--- config.mk ---
export PLATFORM = sky130hd
export DESIGN_NAME = bin_histogram
export DESIGN_NICKNAME = d
export VERILOG_FILES = /design/src/rtl/bin_histogram.sv
export SDC_FILE = /design/constraint.sdc
export NUM_CORES = 1
export LEC_CHECK = 0
export CAP_MARGIN = 5
export CORE_AREA = 10 10 106 108
export CTS_CLUSTER_DIAMETER = 200
export DETAILED_ROUTE_END_ITERATION = 6
export DIE_AREA = 0 0 116 118
export GPL_TIMING_DRIVEN = 0
export HOLD_SLACK_MARGIN = 0.15
export SYNTH_ARGS = -nofsm -noshare
export SYNTH_HDL_FRONTEND = slang
export SYNTH_SLANG_ARGS = --single-unit
export TNS_END_PERCENT = 50
--- constraint.sdc ---
create_clock -name clk -period 1.9 [get_ports clk]
set_input_delay 0.38 -clock clk [delete_from_list [all_inputs] [get_ports clk]]
set_output_delay 0.38 -clock clk [all_outputs]
set_load 0.02 [all_outputs]
--- src/rtl/bin_histogram.sv ---
// Window histogram of 3-bit range-bin codes: counts codes 1..4 and illegal codes over
// WIN_LEN valid samples, then offers the totals on a valid/ready port that never stalls input.
module bin_histogram #(
    parameter int WIN_LEN = 16,
    parameter int CNT_W   = 5
) (
    input  logic             clk,
    input  logic             rst,
    input  logic             clr,
    input  logic             in_valid,
    input  logic [2:0]       in_bin,
    output logic             out_valid,
    input  logic             out_ready,
    output logic [CNT_W-1:0] out_cnt1,
    output logic [CNT_W-1:0] out_cnt2,
    output logic [CNT_W-1:0] out_cnt3,
    output logic [CNT_W-1:0] out_cnt4,
    output logic [CNT_W-1:0] out_err,
    output logic             out_lost
);

    typedef enum logic {EMPTY, FULL} state_t;

    state_t state, state_next;

    logic [CNT_W-1:0] acc1, acc2, acc3, acc4, acc_err;
    logic [CNT_W-1:0] nxt1, nxt2, nxt3, nxt4, nxt_err;
    logic [7:0]       smp;
    logic             sample, complete;
    logic             hit1, hit2, hit3, hit4, hit_err;

    // Sums that include the current sample, so a completing sample lands in the result.
    always_comb begin
        sample   = in_valid && !clr;
        complete = sample && (smp == 8'(WIN_LEN - 1));
        hit1     = sample && (in_bin == 3'd1);
        hit2     = sample && (in_bin == 3'd2);
        hit3     = sample && (in_bin == 3'd3);
        hit4     = sample && (in_bin == 3'd4);
        hit_err  = sample && ((in_bin == 3'd0) || (in_bin > 3'd4));
        nxt1     = acc1 + {{(CNT_W-1){1'b0}}, hit1};
        nxt2     = acc2 + {{(CNT_W-1){1'b0}}, hit2};
        nxt3     = acc3 + {{(CNT_W-1){1'b0}}, hit3};
        nxt4     = acc4 + {{(CNT_W-1){1'b0}}, hit4};
        nxt_err  = acc_err + {{(CNT_W-1){1'b0}}, hit_err};
    end

    always_ff @(posedge clk or posedge rst) begin
        if (rst) begin
            acc1    <= '0;
            acc2    <= '0;
            acc3    <= '0;
            acc4    <= '0;
            acc_err <= '0;
            smp     <= '0;
        end else if (clr || complete) begin
            acc1    <= '0;
            acc2    <= '0;
            acc3    <= '0;
            acc4    <= '0;
            acc_err <= '0;
            smp     <= '0;
        end else if (sample) begin
            acc1    <= nxt1;
            acc2    <= nxt2;
            acc3    <= nxt3;
            acc4    <= nxt4;
            acc_err <= nxt_err;
            smp     <= smp + 8'd1;
        end
    end

    // Result registers only change on a completion; clr deliberately leaves them alone.
    always_ff @(posedge clk or posedge rst) begin
        if (rst) begin
            out_cnt1 <= '0;
            out_cnt2 <= '0;
            out_cnt3 <= '0;
            out_cnt4 <= '0;
            out_err  <= '0;
            out_lost <= 1'b0;
        end else if (complete) begin
            out_cnt1 <= nxt1;
            out_cnt2 <= nxt2;
            out_cnt3 <= nxt3;
            out_cnt4 <= nxt4;
            out_err  <= nxt_err;
            if (state == FULL && !out_ready)
                out_lost <= 1'b1;
        end
    end

    always_ff @(posedge clk or posedge rst) begin
        if (rst)
            state <= EMPTY;
        else
            state <= state_next;
    end

    always_comb begin
        state_next = state;
        case (state)
            EMPTY: if (complete) state_next = FULL;
            FULL: begin
                if (complete)
                    state_next = FULL;
                else if (out_ready)
                    state_next = EMPTY;
            end
            default: state_next = EMPTY;
        endcase
    end

    assign out_valid = (state == FULL);

endmodule

==> results of run 1 <==
-- cells by family (layout without fill, tap and decap cells) --
family	Yosys count	count (layout)	synth area share (%)
and+or+nand+nor	70	70	14.0
AOI/OAI and AO/OA	64	64	13.3
DFF	60	60	47.9
buffers and inverters	33	96	5.47
muxes	25	25	10.0
xor gates and xnor gates	16	16	4.47
adders and majority gates	12	12	4.79
-- cell usage after synthesis, types with 5 or more instances --
library cell and n:
clkbuf_1 14, nor2_1 5, o21ai_0 5, dfrtp_1 60, o22ai_1 5, mux2_2 7
nand2b_1 20, nand2_1 6, nand3_1 12, o32ai_1 6, inv_1 15, mux2_4 11
a21oi_1 20, xnor2_1 9, xor2_1 7, nor2b_1 7, ha_1 12, o211ai_1 18
and3b_1 6, mux2i_1 7
-- layout make-up --
cell class / count / area [um^2] / area share, %
Clock inverter: 7 / 43.8 / 1.07
Sequential cell: 60 / 1500 / 36.7
Buffer: 16 / 106 / 2.60
Inverter: 15 / 56.3 / 1.38
Tap cell: 111 / 139 / 3.40
Timing Repair Buffer: 49 / 522 / 12.8
Clock buffer: 9 / 124 / 3.03
Multi-Input combinational cell: 187 / 1600 / 39.0
-- worst max-delay path, stage by stage (launching register included) --
cell,delay [ns]
dfrtp_1,0.38
or4_4,0.58
nor3b_2,0.20
buf_6,0.15
bufbuf_16,0.26
mux2_4,0.29
-- worst max path at each step --
stage | from | end | slack [ns]
after floorplan | smp[5] | out_cnt2[0] | -0.02
after global placement | rst | out_err[0] | -1.20
after detailed placement | in_bin[0] | acc_err[4] | -0.61
after CTS | smp[5] | out_cnt4[1] | -0.09
after global routing | smp[7] | out_cnt3[0] | -0.13
final | smp[7] | out_cnt4[1] | -0.07
-- placed cells by master (no fill, tap or decap), types with 2 or more instances in the layout --
| master | n |
|---|---|
| ha_1 | 5 |
| clkinv_2 | 4 |
| and4b_1 | 3 |
| dlygate4sd2_1 | 2 |
| or3_1 | 2 |
| o22ai_1 | 5 |
| clkbuf_8 | 11 |
| nand2b_1 | 20 |
| ha_4 | 4 |
| o21ai_0 | 4 |
| nand2_1 | 6 |
| clkinvlp_4 | 2 |
| a31oi_1 | 3 |
| o32ai_1 | 6 |
| xor2_1 | 6 |
| a21oi_1 | 20 |
| mux2i_1 | 7 |
| nor2_1 | 5 |
| nor2b_1 | 6 |
| dfrtp_1 | 60 |
| buf_4 | 10 |
| ha_2 | 3 |
| mux2_4 | 17 |
| and3b_1 | 5 |
| nand3_1 | 8 |
| buf_12 | 4 |
| nand3_2 | 3 |
| xnor2_1 | 9 |
| buf_6 | 4 |
| inv_1 | 14 |
| clkbuf_1 | 9 |
| clkdlybuf4s50_1 | 29 |
| o211ai_1 | 18 |
-- metal layers --
| layer | track usage (%) | up-vias | part of all wire (%) |
|---|---|---|---|
| li1 | - | 1120 | - |
| met1 | 13.7 | 1178 | 44 |
| met2 | 19.1 | 47 | 50 |
| met3 | 4.54 | 10 | 5.8 |
| met4 | 3.36 | 0 | 0.88 |
| met5 | 0 | - | 0 |
-- state kept, by name, summed over array words and instances, names as in the netlist --
name       count
smp            8
acc1           5
acc2           5
acc3           5
acc4           5
acc_err        5
out_cnt1       5
out_cnt2       5
out_cnt3       5
out_cnt4       5
out_err        5
out_lost       1
out_valid      1
-- power groups by stage --
stage / logic [W] / clock network, W / registers [W]
finish: 0.000138 / 0.00101 / 0.00129
CTS: 0.000140 / 0.00104 / 0.00129
floorplan: 0.0000784 / 0 / 0.00132
global placement: 0.000131 / 0 / 0.00131
global route: 0.000154 / 0.00110 / 0.00129
detailed placement: 0.000138 / 0 / 0.00131
-- metrics by stage --
stage | hold slack [ns] | total power (W) | setup TNS (ns) | instances
2_1_floorplan | 0.468 | 0.00139 | -0.253 | 280
3_3_place_gp | 0.450 | 0.00145 | -84.02 | 423
3_5_place_dp | 0.457 | 0.00145 | -13.03 | 424
4_1_cts | 0.475 | 0.00247 | -1.63 | 453
5_1_grt | 0.504 | 0.00255 | -2.36 | 454
6_report | 0.466 | 0.00244 | -0.601 | 454
-- repair_timing --
action / 4_1_cts / 5_1_grt
buffers inserted: 13 / 2
endpoints found under the hold margin: 0 / 0
pin swaps: 4 / 3
gates resized for setup: 13 / 18
setup endpoints to repair: 35 / 47
cloned: 1 / 0
==> results.cfg, run 1 <==
[status]
status = finished, violations left
violations = setup timing

[setup_path]
reg2reg_slack_ns = -0.07
reg2reg_to = out_cnt4[1]
r2r_start = smp[7]
worstPathRequired_ns = 2.14
path_class = register to register
arrival_ns = 2.20
start_kind = register
critPathMaxFanout = 5
endpoint_kind = register
reg2regPathDepth = 5

[synthesis]
ys_top_cells_by_area = dfrtp_1, mux2_4, ha_1, o211ai_1, nand2b_1
synth_top_area_share_pct = 47.9
syn-num-nets = 300
synth_edf_count = 0
ys_warn_count = 0
syn_avg_cell_area_um2 = 11.2
synth-main-ff-cell = dfrtp_1
synth-seq-area-share_pct = 47.9
yosys.area.top_type = dfrtp_1
ys_ff_latch = 60
ys_types = 40
syn-cell-area_um2 = 3130
async_reset_ff_share_pct = 100
synthCells = 280

[place]
gp_congestion = 0.784
postPlaceCellArea_um2 = 3680
dp_hpwl_um = 5200
port_buffers = 32
place_ws_ns = -0.610

[pwr]
intPower_w = 0.00180
comb_power_share_pct = 5.7
p_seq_share_pct = 53.0
power_density_nw_per_um2 = 596
swShare_pct = 26.2
switchingPower_w = 0.000638
ir_worst_vdd_mv = 0.318
power.clock.fraction_pct = 41.3
p_leak_nw = 1.79

[min_path]
hold_path_class = primary input to async pin

[timing]
relSlewSlack_pct = 51.9
max_freq_mhz = 508
fin_crit_sh_pct = 104
clock_skew_ns = 0.00755
tightestPinTransition_ns = 0.720
finalMaxSlewViolations = 0
fin_crit_ns = 1.97
postLayoutSetupSlackWorst_ns = -0.0667
rsz0062_at_grt = yes
finalHoldViolations = 0
setup-violations-final = 21

[global_routing]
grt_pass1_wl_um = 12700
grt-ovfl-total = 0
grt_max_degree = 33
grt.total_usage_pct = 11.7
first_global_vias = 2458
antenna_found_initial = 0

[detailed_routing]
drc = 0
drtIter0Drc = 102
routed_wl_um = 7800
first_pass_iters = 4
viasPerCell = 5.19
ant_nets = 0
vias = 2355
drt-wirelength-per-cell_um = 17.2

[finish]
stdcell_area_um2 = 4090
syn2layout_area_growth_pct = 30.5
fillers = 859
antennaDiodeCount = 0
nets = 358
post-route-util_pct = 44.9
drive_gt1_share_pct = 23.0

[clock_tree]
cts-buffers-inserted = 9
clkTransAtPathRegs_ns = 0.07
cts_max_level = 3
cts_sinks = 60
clockBufferDepth = 2
cts_tree = built
postCtsHoldBufs = 0
clk_latency_ns = 0.35
clock-root-buffer = clkbuf_8

[die]
coreArea_um2 = 9110
die_w_um = 116
io_pins = 35
num_rows = 35
dieArea_um2 = 13700
start_util_pct = 34.4
dieHeight_um = 118

[flow_run]
maxCapViolations = 0
(Power assumes the default switching activity.)
==> inputs of run 2 (changes only) <==
--- a/config.mk
+++ b/config.mk
@@ -6,10 +6,10 @@
 export NUM_CORES = 1
 export LEC_CHECK = 0
 export CAP_MARGIN = 5
-export CORE_AREA = 10 10 106 108
+export CORE_AREA = 4 4 100 102
 export CTS_CLUSTER_DIAMETER = 200
 export DETAILED_ROUTE_END_ITERATION = 6
-export DIE_AREA = 0 0 116 118
+export DIE_AREA = 0 0 104 106
 export GPL_TIMING_DRIVEN = 0
 export HOLD_SLACK_MARGIN = 0.15
 export SYNTH_ARGS = -nofsm -noshare
==> results.cfg, run 2 (same netlist as run 1, synthesis figures left out) <==
[detailed_routing]
drc = 0
drt-wirelength-per-cell_um = 17.4
ant_nets = 0
viasPerCell = 5.25
vias = 2359
routed_wl_um = 7830
first_pass_iters = 4
drtIter0Drc = 139

[finish]
nets = 353
register_area_um2 = 1500
fillers = 849
multi_input_area_um2 = 1590
syn2layout_area_growth_pct = 31.6
top_register = smp
layout_commonest_cell = dfrtp_1
drive_gt1_share_pct = 21.6
largest_reg_flops = 8
post-route-util_pct = 45.2
antennaDiodeCount = 0
final_cell_mix = dfrtp_1, clkdlybuf4s50_1, nand2b_1, a21oi_1, o211ai_1

[pwr]
switchingPower_w = 0.000643
p_seq_share_pct = 47.0
power_density_nw_per_um2 = 666
p_leak_nw = 1.77
intPower_w = 0.00210
ir_worst_vdd_mv = 0.435
power.clock.fraction_pct = 48.0
swShare_pct = 23.4
comb_power_share_pct = 5.0

[timing]
fin_crit_ns = 2.00
tightestPinTransition_ns = 0.761
rsz0062_at_grt = yes
fin_crit_sh_pct = 105
relSlewSlack_pct = 49.2
finalMaxSlewViolations = 0
hold-worst-slack_ns = 0.482
tns_ns = -1.34
finalHoldViolations = 0
setup-violations-final = 28
postLayoutSetupSlackWorst_ns = -0.101
clock_skew_ns = 0.0134
max_freq_mhz = 500

[global_routing]
grt_max_degree = 35
first_global_vias = 2513
grt.total_usage_pct = 14.9
grt-ovfl-total = 0
antenna_found_initial = 0
grt_pass1_wl_um = 13000

[die]
num_rows = 35
die_w_um = 104
dieHeight_um = 106
dieArea_um2 = 11000
coreArea_um2 = 9110
start_util_pct = 34.4
io_pins = 35

[min_path]
hold_path_class = register to register
min_from = out_lost

[clock_tree]
clock-root-buffer = clkbuf_8
clk_latency_ns = 0.35
cts_max_level = 3
clockBufferDepth = 2
cts_sinks = 60
cts_tree = built
cts-buffers-inserted = 9
clkTransAtPathRegs_ns = 0.07

[place]
gp_congestion = 0.811
dp_hpwl_um = 5000
place_ws_ns = -0.625
port_buffers = 32

[setup_path]
endpoint_kind = register
critPathMaxFanout = 7
r2r_start = smp[7]
start_kind = register
cp-startpoint = smp[7]
worstPathRequired_ns = 2.12
path_class = register to register
arrival_ns = 2.22

[flow_run]
maxCapViolations = 0

[status]
violations = setup timing
status = finished, violations left
run 2: cell count changes in the layout (fill, tap and decap cells not counted), moves of 2 or more:
cell / change
buf_4: -5
buf_12: +3
mux2_4: -4
clkinv_2: -3
mux2_2: +4
buf_6: -3
bufinv_16: +2
run 2: what timing repair did:
action	in CTS	in global routing
setup endpoints to repair	37	51
pin swaps	5	4
gates cloned	1	0
gates resized for setup	14	11
buffers inserted	7	2
hold buffers	0	0
run 2: critical path, cell delays in order, from the launching register on:
cell and delay [ns]:
dfrtp_1 0.39, or4_4 0.59, nor3b_4 0.21, buf_6 0.14
buf_12 0.13, buf_12 0.12, mux2_4 0.29
run 2: routing by layer:
metal | wire length, um | GRT usage, % | share of wire [%] | vias up
met1 | 3710 | 19.5 | 47 | 1188
met5 | 0 | 0 | 0 | -
met2 | 3780 | 24.5 | 48 | 46
li1 | - | - | - | 1115
met3 | 244 | 3.58 | 3.1 | 10
met4 | 94 | 4.46 | 1.2 | 0
run 2: stage by stage:
stage	cells	total power, W	cell area (um^2)
CTS	447	0.00278	4070
global route	449	0.00285	4120
finish	449	0.00275	4120
floorplan	280	0.00139	3200
detailed placement	424	0.00145	3680
global placement	423	0.00145	3660
run 2: layout make-up:
| type | count | share of cell area, % |
|---|---|---|
| Sequential cell | 60 | 36.4 |
| Timing Repair Buffer | 43 | 11.7 |
| Tap cell | 111 | 3.37 |
| Clock buffer | 10 | 3.34 |
| Inverter | 15 | 1.37 |
| Multi-Input combinational cell | 187 | 38.6 |
| Clock inverter | 6 | 2.13 |
| Buffer | 17 | 3.07 |
run 2: power groups by stage:
stage	Combinational, W	Clock [W]	Sequential, W
floorplan	0.0000784	0	0.00132
global placement	0.000132	0	0.00131
detailed placement	0.000139	0	0.00131
CTS	0.000138	0.00135	0.00129
global route	0.000154	0.00140	0.00129
finish	0.000138	0.00132	0.00129
run 2: final timing paths:
check / endpoint / slack, ns / cells past startpoint
max: out_err[1] / -0.10 / 6
min: out_lost / 0.48 / 1
max reg2reg: out_err[1] / -0.10 / 6
min reg2reg: out_lost / 0.48 / 1
max in group asynchronous: acc_err[1] / 0.79 / 3
min in group asynchronous: out_valid / 0.49 / 2
